<file path="config.mk">
export PLATFORM = sky130hd
export DESIGN_NAME = vector_store_buffer
export DESIGN_NICKNAME = d
export VERILOG_FILES = /design/src/rtl/vector_pkg.sv /design/src/rtl/vsb_fifo.sv /design/src/rtl/vector_store_buffer.sv
export SDC_FILE = /design/constraint.sdc
export NUM_CORES = 1
export LEC_CHECK = 0
export CORE_ASPECT_RATIO = 0.6
export CORE_MARGIN = 4
export CORE_UTILIZATION = 62
export DETAILED_ROUTE_END_ITERATION = 16
export PLACE_DENSITY = 0.85
export SYNTH_ARGS = -nofsm -noshare
export SYNTH_HDL_FRONTEND = slang
export SYNTH_SLANG_ARGS = --single-unit
</file>
<file path="constraint.sdc">
create_clock -name clk -period 10.3 [get_ports clk]
set_clock_uncertainty 0.05 [all_clocks]
set_input_delay 1.545 -clock clk [delete_from_list [all_inputs] [get_ports clk]]
set_output_delay 1.545 -clock clk [all_outputs]
set_load 0.01 [all_outputs]
</file>
<file path="src/rtl/vector_pkg.sv">
// Shared types and constants for the vector store buffer.
package vector_pkg;

    localparam int LANES      = 4;
    localparam int LANE_BYTES = 4;
    localparam int VSB_ADDR_W = 32;
    localparam int VSB_DATA_W = 32;

    typedef enum logic {
        VSB_IDLE,
        VSB_DRAIN
    } vsb_state_e;

    // Entry layout at the default widths; the FIFO mirrors it with its own parameter widths.
    typedef struct packed {
        logic [VSB_ADDR_W-1:0]                 addr;
        logic                                  sc;
        logic [LANES-1:0][VSB_DATA_W-1:0]      d;
    } vsb_entry_t;

endpackage

</file>
<file path="src/rtl/vsb_fifo.sv">
// Circular store-entry FIFO with head/tail/count; refuses pushes when full.
module vsb_fifo
    import vector_pkg::*;
#(
    parameter int DEPTH  = 4,
    parameter int ADDR_W = 32,
    parameter int DATA_W = 32,
    localparam int PW    = $clog2(DEPTH),
    localparam int CW    = $clog2(DEPTH + 1)
) (
    input  logic                          clk,
    input  logic                          rst,
    input  logic                          push,
    input  logic [ADDR_W-1:0]             push_addr,
    input  logic                          push_sc,
    input  logic [LANES-1:0][DATA_W-1:0]  push_d,
    input  logic                          pop,
    output logic [ADDR_W-1:0]             head_addr,
    output logic                          head_sc,
    output logic [LANES-1:0][DATA_W-1:0]  head_d,
    output logic [CW-1:0]                 count,
    output logic                          full,
    output logic                          empty
);

    typedef struct packed {
        logic [ADDR_W-1:0]                addr;
        logic                             sc;
        logic [LANES-1:0][DATA_W-1:0]     d;
    } entry_t;

    entry_t        mem [DEPTH];
    logic [PW-1:0] head;
    logic [PW-1:0] tail;
    logic          push_ok;
    logic          pop_ok;

    assign full    = (count == CW'(DEPTH));
    assign empty   = (count == '0);
    assign push_ok = push && !full;
    assign pop_ok  = pop && !empty;

    always_ff @(posedge clk or negedge rst) begin
        if (!rst) begin
            head  <= '0;
            tail  <= '0;
            count <= '0;
        end else begin
            if (push_ok) tail <= tail + 1'b1;
            if (pop_ok)  head <= head + 1'b1;
            count <= count + CW'(push_ok) - CW'(pop_ok);
        end
    end

    // Entry storage carries no reset; only the pointers decide what is valid.
    always_ff @(posedge clk) begin
        if (push_ok) mem[tail] <= '{addr: push_addr, sc: push_sc, d: push_d};
    end

    assign head_addr = mem[head].addr;
    assign head_sc   = mem[head].sc;
    assign head_d    = mem[head].d;

endmodule

</file>
<file path="src/rtl/vector_store_buffer.sv">
// Posted store buffer draining scalar/vector stores one word per beat.
// Optional feature: define VSB_OVERFLOW_FLAG_EN to add the sticky ovf output.
module vector_store_buffer
    import vector_pkg::*;
#(
    parameter int DEPTH  = 4,
    parameter int ADDR_W = 32,
    parameter int DATA_W = 32
) (
    input  logic              clk,
    input  logic              rst,
    input  logic              wr_en,
    input  logic              wr_sc,
    input  logic [ADDR_W-1:0] wr_addr,
    input  logic [DATA_W-1:0] wd1,
    input  logic [DATA_W-1:0] wd2,
    input  logic [DATA_W-1:0] wd3,
    input  logic [DATA_W-1:0] wd4,
    output logic              full,
    output logic              empty,
    output logic              mem_we,
    output logic [ADDR_W-1:0] mem_addr,
    output logic [DATA_W-1:0] mem_wdata,
`ifdef VSB_OVERFLOW_FLAG_EN
    output logic              ovf,
`endif
    input  logic              mem_ready
);

    localparam int CW = $clog2(DEPTH + 1);

    vsb_state_e                  state, state_next;
    logic [1:0]                  lane, lane_next;
    logic                        push_ok;
    logic                        pop;
    logic                        last_lane;
    logic [ADDR_W-1:0]           head_addr;
    logic                        head_sc;
    logic [LANES-1:0][DATA_W-1:0] head_d;
    logic [CW-1:0]               count;

    assign push_ok   = wr_en && !full;
    assign last_lane = head_sc || (lane == 2'd3);
    assign pop       = (state == VSB_DRAIN) && mem_ready && last_lane;

    vsb_fifo #(
        .DEPTH  (DEPTH),
        .ADDR_W (ADDR_W),
        .DATA_W (DATA_W)
    ) u_fifo (
        .clk       (clk),
        .rst       (rst),
        .push      (wr_en),
        .push_addr (wr_addr),
        .push_sc   (wr_sc),
        .push_d    ({wd4, wd3, wd2, wd1}),
        .pop       (pop),
        .head_addr (head_addr),
        .head_sc   (head_sc),
        .head_d    (head_d),
        .count     (count),
        .full      (full),
        .empty     (empty)
    );

    always_ff @(posedge clk or negedge rst) begin
        if (!rst) begin
            state <= VSB_IDLE;
            lane  <= 2'd0;
        end else begin
            state <= state_next;
            lane  <= lane_next;
        end
    end

    always_comb begin
        state_next = state;
        lane_next  = lane;
        unique case (state)
            VSB_IDLE: begin
                if (push_ok) state_next = VSB_DRAIN;
            end
            VSB_DRAIN: begin
                if (mem_ready) begin
                    if (last_lane) begin
                        lane_next = 2'd0;
                        // Leaving the last entry with nothing arriving behind it.
                        if (count == CW'(1) && !push_ok) state_next = VSB_IDLE;
                    end else begin
                        lane_next = lane + 2'd1;
                    end
                end
            end
            default: state_next = VSB_IDLE;
        endcase
    end

    assign mem_we    = (state == VSB_DRAIN);
    assign mem_addr  = mem_we ? head_addr + ADDR_W'(lane) * ADDR_W'(LANE_BYTES) : '0;
    assign mem_wdata = mem_we ? head_d[lane] : '0;

`ifdef VSB_OVERFLOW_FLAG_EN
    always_ff @(posedge clk or negedge rst) begin
        if (!rst)              ovf <= 1'b0;
        else if (wr_en && full) ovf <= 1'b1;
    end
`endif

endmodule

</file>
* Word level (Yosys, flattened, before mapping)
Memories as Yosys holds them, arrays and structs flattened. Cells that the tools add are included.
Operators by class: add/subtract/negate cells 6, $lt $le $gt $ge 1, equal/unequal tests 3, mux-type cells 11, bitwise logic cells 1, reductions and logical operators 11
Operator list (number):
- $mux 32 | 3
- $bmux 32 s2 | 1
- $add 32x4->32 | 1
- $add 2x1->2 const B | 3
- $logic_and 1x1->1 | 5
- $mux 1 | 5
- $add 3x1->3 | 1
- $eq 3x1->1 const B | 1
- $eq 3x3->1 const B | 1
- $logic_not 1->1 | 3
- $logic_not 3->1 | 1
- $lt 2x3->1 const B | 1
- $sub 3x1->3 | 1
- $eq 2x2->1 const B | 1
- $mux 2 | 1
- $pmux 1 s2 | 1
- $reduce_and 2->1 | 1
- $logic_or 1x1->1 | 1
- $not 1->1 | 1
Storage, ports and cells: flip-flop bits (word level) 10, bits in writable memories 644, bits of input ports 165, output and inout port bits 67, word-level logic and storage cells 39, memories kept 1
Memories:
- u_fifo.mem | depth 4, width 161, rd ports 1, clocked after Yosys merged registers in 0, wr ports 1, RTL line vsb_fifo.sv:32 | entry_t mem [DEPTH];

* Longest topological paths before layout
depth in word-level cells 9, depth in mapped cells 12

* Hierarchy
Synthesis repeated with hierarchy kept, for this count alone.
Unflattened totals: cells, all modules 1101, area, all modules 25617.1 um2
Modules (own cells, without submodules):
- vsb_fifo | times used 1, cells each 883, area an instance 23661.4 um2
- vector_store_buffer | times used 1, cells each 218, area an instance 1955.6 um2

* Least setup slack after synthesis
Ideal clock, no wire load.
kind input -> register, from in wr_en, to mem u_fifo.mem[0][0] in the netlist's numbering, enable pin, setup time 0.540 ns, arrival time 5.627 ns, slack 4.083 ns, cell stages on the path 3, path buffers 1, path through nor2b_1 > clkbuf_1 > and2_1
Between the ends: cells in the longest elaborated chain, start to end 3
RTL lines:
- start: declaration | RTL line vector_store_buffer.sv:12 | input logic wr_en,
- $logic_and 1x1->1
- via push_ok | RTL line vector_store_buffer.sv:34 | logic push_ok;
- $mux 1 | RTL line vsb_fifo.sv:57 | if (push_ok) mem[tail] <= '{addr: push_addr, sc: push_sc, d: push_d};
- $mux 1 (not written as such) | RTL line vsb_fifo.sv:57
- end: declaration | RTL line vsb_fifo.sv:32
The timed path passes the listed nets, and every way through them passes these cells.

* Final worst setup path
from reg u_fifo.head[1], to out mem_addr[30]
Between the ends: cells in the longest elaborated chain, start to end 3
RTL lines:
- start: declaration | RTL line vsb_fifo.sv:33 | logic [PW-1:0] head;
- start signal: assignment | RTL line vsb_fifo.sv:50 | if (pop_ok) head <= head + 1'b1;
- $mem_v2 4x161
- $add 32x4->32 | RTL line vector_store_buffer.sv:99 | assign mem_addr = mem_we ? head_addr + ADDR_W'(lane) * ADDR_W'(LANE_BYTES) : '0;
- $mux 32 | RTL line vector_store_buffer.sv:99
- end: declaration | RTL line vector_store_buffer.sv:22 | output logic [ADDR_W-1:0] mem_addr,
No other way between the ends.

==> flow_summary.yaml <==
routing:
  wl_met1_um: 20100
  dr.pass1.iters: 5
  wl_met3_um: 3430
  drt_wl_total_um: 50500
  highest_layer: "met5"
  drtAntennaViolNets: 0
  first_iter_violations: 1256
  drc_errors: 0
  route.vias.total: 12040
  routedWlPerCell_um: 26.2
  dr_wl_met2_um: 26000
  vias_per_cell: 6.24
clock_network:
  post_cts_buffers: 0
  cts_sinks: 654
  clkTransAtPathRegs_ns: 0.06
  numCtsBuffers: 56
  hold_buffers: 0
  tritoncts: "yes"
  cts_root_buffer: "clkbuf_16"
  clk_latency_ns: 0.58
  cts_buffer_depth: 3
  htreeDepth: 2
  cts_resized: 0
worst_setup_path:
  crit_path_end_kind: "primary output"
  worstSetupPathType: "flip-flop to primary output"
  worst-path-max-fanout: 67
  crit_path_start_kind: "flip-flop"
  arrival_ns: 4.97
  required_ns: 8.71
sta:
  worstMarginPinSlew_ns: 0.982
  fin_crit_ns: 6.57
  finalSetupViolations: 0
  min_period_over_period_pct: 63.8
  hold_violations: 0
  setup_tns_ns: 0
  rsz0062_at_grt: "no"
  timing.fmax_mhz: 152
  max_slew_margin_pct: 34.5
  drv_slew: 0
synthesis:
  yosysSeqAreaShare_pct: 76.7
  synth_edf_count: 644
  syn_avg_cell_area_um2: 23.3
  synth_cell_types: 43
  syn_inst: 1096
  async_reset_ff_share_pct: 1.53
  syn_area_mm2: 0.0255
  ys.warnings.count: 0
  syn_nets: 1272
  synthFlopType: "edfxtp_1"
  yosys_register_bits: 654
min_path:
  min-delay-path-class: "flip-flop to flip-flop"
layout:
  fin_nets: 1521
  areaGrowthSynthToFinish_pct: 18.4
  post-route-util_pct: 74.5
  post-route-cell-area_mm2: 0.0302
  drive_above_1_share_pct: 21.7
  num-fill-cells: 2169
placed_design:
  gp_congestion: 0.757
  place_area_mm2: 0.0284
  dp_hpwl_um: 28900
  port_buffers: 231
run_status:
  status: "finished clean"
job:
  maxCapViolCount: 0
global_route:
  grt_pass1_vias: 12693
  gr-total-overflow: 0
  grt_first_pass_wirelength_um: 77100
  grt_usage_pct: 22.9
  grt_max_degree: 87
  antenna_found_initial: 11
die:
  initial_core_util_pct: 62.9
  die_area_mm2: 0.0446
  chipWidth_um: 270
  core_area_mm2: 0.0406
  placementRows: 57
  ioPinCount: 232
  die_h_um: 165
power:
  p_total_uw: 8770
  p_leak_uw: 0.00963
  ir_drop_uv: 168
  power_density_mw_per_mm2: 290
## kinds of logic after synthesis
family / after synthesis / synth area share, %
muxes: 194 / 17.1
AOI/OAI and AO/OA: 35 / 0.804
buffers and inverters: 63 / 1.28
and+or+nand+nor: 122 / 2.88
xor gates and xnor gates: 17 / 0.583
DFF: 654 / 76.7
adders and majority gates: 11 / 0.598
## worst max-delay path: stages, from the launching register on
cell and delay [ns]:
dfrtp_4 0.77, buf_4 0.82, mux4_2 0.35, ha_1 0.25
fa_1 0.29, and4_1 0.39, nand4_1 0.25, or4_1 0.48
a21oi_1 0.18, clkdlybuf4s50_1 0.59
## power breakdown
part	switching (uW)	leakage, uW	internal, uW
Sequential	224	0.00601	3510
Clock	922	0.000916	1220
Combinational	1360	0.00270	1530
Total	2510	0.00963	6260
## state kept, by name, indices dropped and copies added (netlist names)
| signal | count |
|---|---|
| u_fifo.head | 2 |
| mem_we | 1 |
| u_fifo.tail | 2 |
| u_fifo.count | 3 |
| lane | 2 |
| u_fifo.mem | 644 |
## cell type report
class / instances / area [um2] / share of cell area, %
Tap cell: 531 / 664 / 2.20
Clock inverter: 31 / 334 / 1.10
Clock buffer: 72 / 1520 / 5.04
Timing Repair Buffer: 245 / 2430 / 8.04
Multi-Input combinational cell: 379 / 5630 / 18.6
Inverter: 9 / 33.8 / 0.112
Antenna cell: 10 / 25.0 / 0.0828
Sequential cell: 654 / 19600 / 64.8
## routing by layer
metal	up-vias	GRT usage, %
li1	5167	-
met1	6373	31.8
met2	415	38.4
met3	79	4.72
met4	6	6.25
met5	-	0
## cells in the mapped netlist (2+ instances only)
cell | n | share of area [%]
ha_1 | 9 | 0.44
a21oi_1 | 14 | 0.27
clkbuf_1 | 28 | 0.41
mux4_1 | 5 | 0.51
xor2_1 | 6 | 0.21
nand4_1 | 4 | 0.098
a21o_1 | 2 | 0.059
inv_1 | 8 | 0.12
nor2_1 | 14 | 0.21
and4_4 | 2 | 0.088
xnor2_1 | 11 | 0.38
edfxtp_1 | 644 | 76
mux4_2 | 188 | 17
nor3_1 | 3 | 0.059
nor4_1 | 2 | 0.049
buf_2 | 14 | 0.27
and2_1 | 42 | 1.0
fa_1 | 2 | 0.16
nand4_4 | 2 | 0.17
dfrtp_1 | 10 | 0.98
and3_1 | 4 | 0.098
nand2b_1 | 2 | 0.049
buf_6 | 3 | 0.13
or3_1 | 9 | 0.22
or4_1 | 6 | 0.18
nand2_1 | 17 | 0.25
and4_1 | 2 | 0.069
o21ai_0 | 11 | 0.22
nand3_1 | 9 | 0.18
buf_4 | 6 | 0.18
o31ai_1 | 5 | 0.15
## through the flow
stage                     hold WS, ns  std cells  setup WS [ns]
after global routing            0.640       1927           3.43
after detailed placement        0.579       1818           4.31
after CTS                       0.599       1921           3.68
after floorplan                 0.528       1096           4.08
final                           0.596       1931           3.73
after global placement          0.556       1818           4.41
## cells in the final DEF, fill, tap and decap left out, types with 3 or more instances in the layout
cell type,synthesis,final
bufinv_16,0,7
mux4_1,5,5
or4_1,6,6
or3_1,9,9
nand2_1,17,17
dfrtp_1,10,5
diode_2,0,10
clkbuf_16,0,57
xnor2_1,11,11
nand4_1,4,4
a21oi_1,14,14
clkbuf_1,28,11
nand3_1,9,9
mux4_2,188,188
clkdlybuf4s50_1,0,231
inv_1,8,8
and2_4,0,4
and2_1,42,38
clkbuf_8,0,4
edfxtp_1,644,644
and3_1,4,4
clkinv_2,0,12
nor3_1,3,3
inv_6,0,3
o31ai_1,5,5
clkinv_1,1,9
dfrtp_4,0,3
buf_4,6,13
ha_1,9,9
o21ai_0,11,11
nor2_1,14,14
xor2_1,6,6
## worst paths after layout
path	end	slack (ns)	cells past startpoint	start
min	u_fifo.count[2]$_DFF_PN0_	0.60	2	u_fifo.count[1]$_DFF_PN0_
max	mem_addr[30]	3.73	9	u_fifo.head[1]$_DFFE_PN0P_
min in group asynchronous	u_fifo.head[0]$_DFFE_PN0P_	1.23	1	rst
max in group asynchronous	lane[0]$_DFFE_PN0P_	8.61	1	rst
min reg2reg	u_fifo.count[2]$_DFF_PN0_	0.60	2	u_fifo.count[1]$_DFF_PN0_
max reg2reg	u_fifo.count[2]$_DFF_PN0_	6.46	10	u_fifo.head[0]$_DFFE_PN0P_
Power figures use the tool's default switching activity.
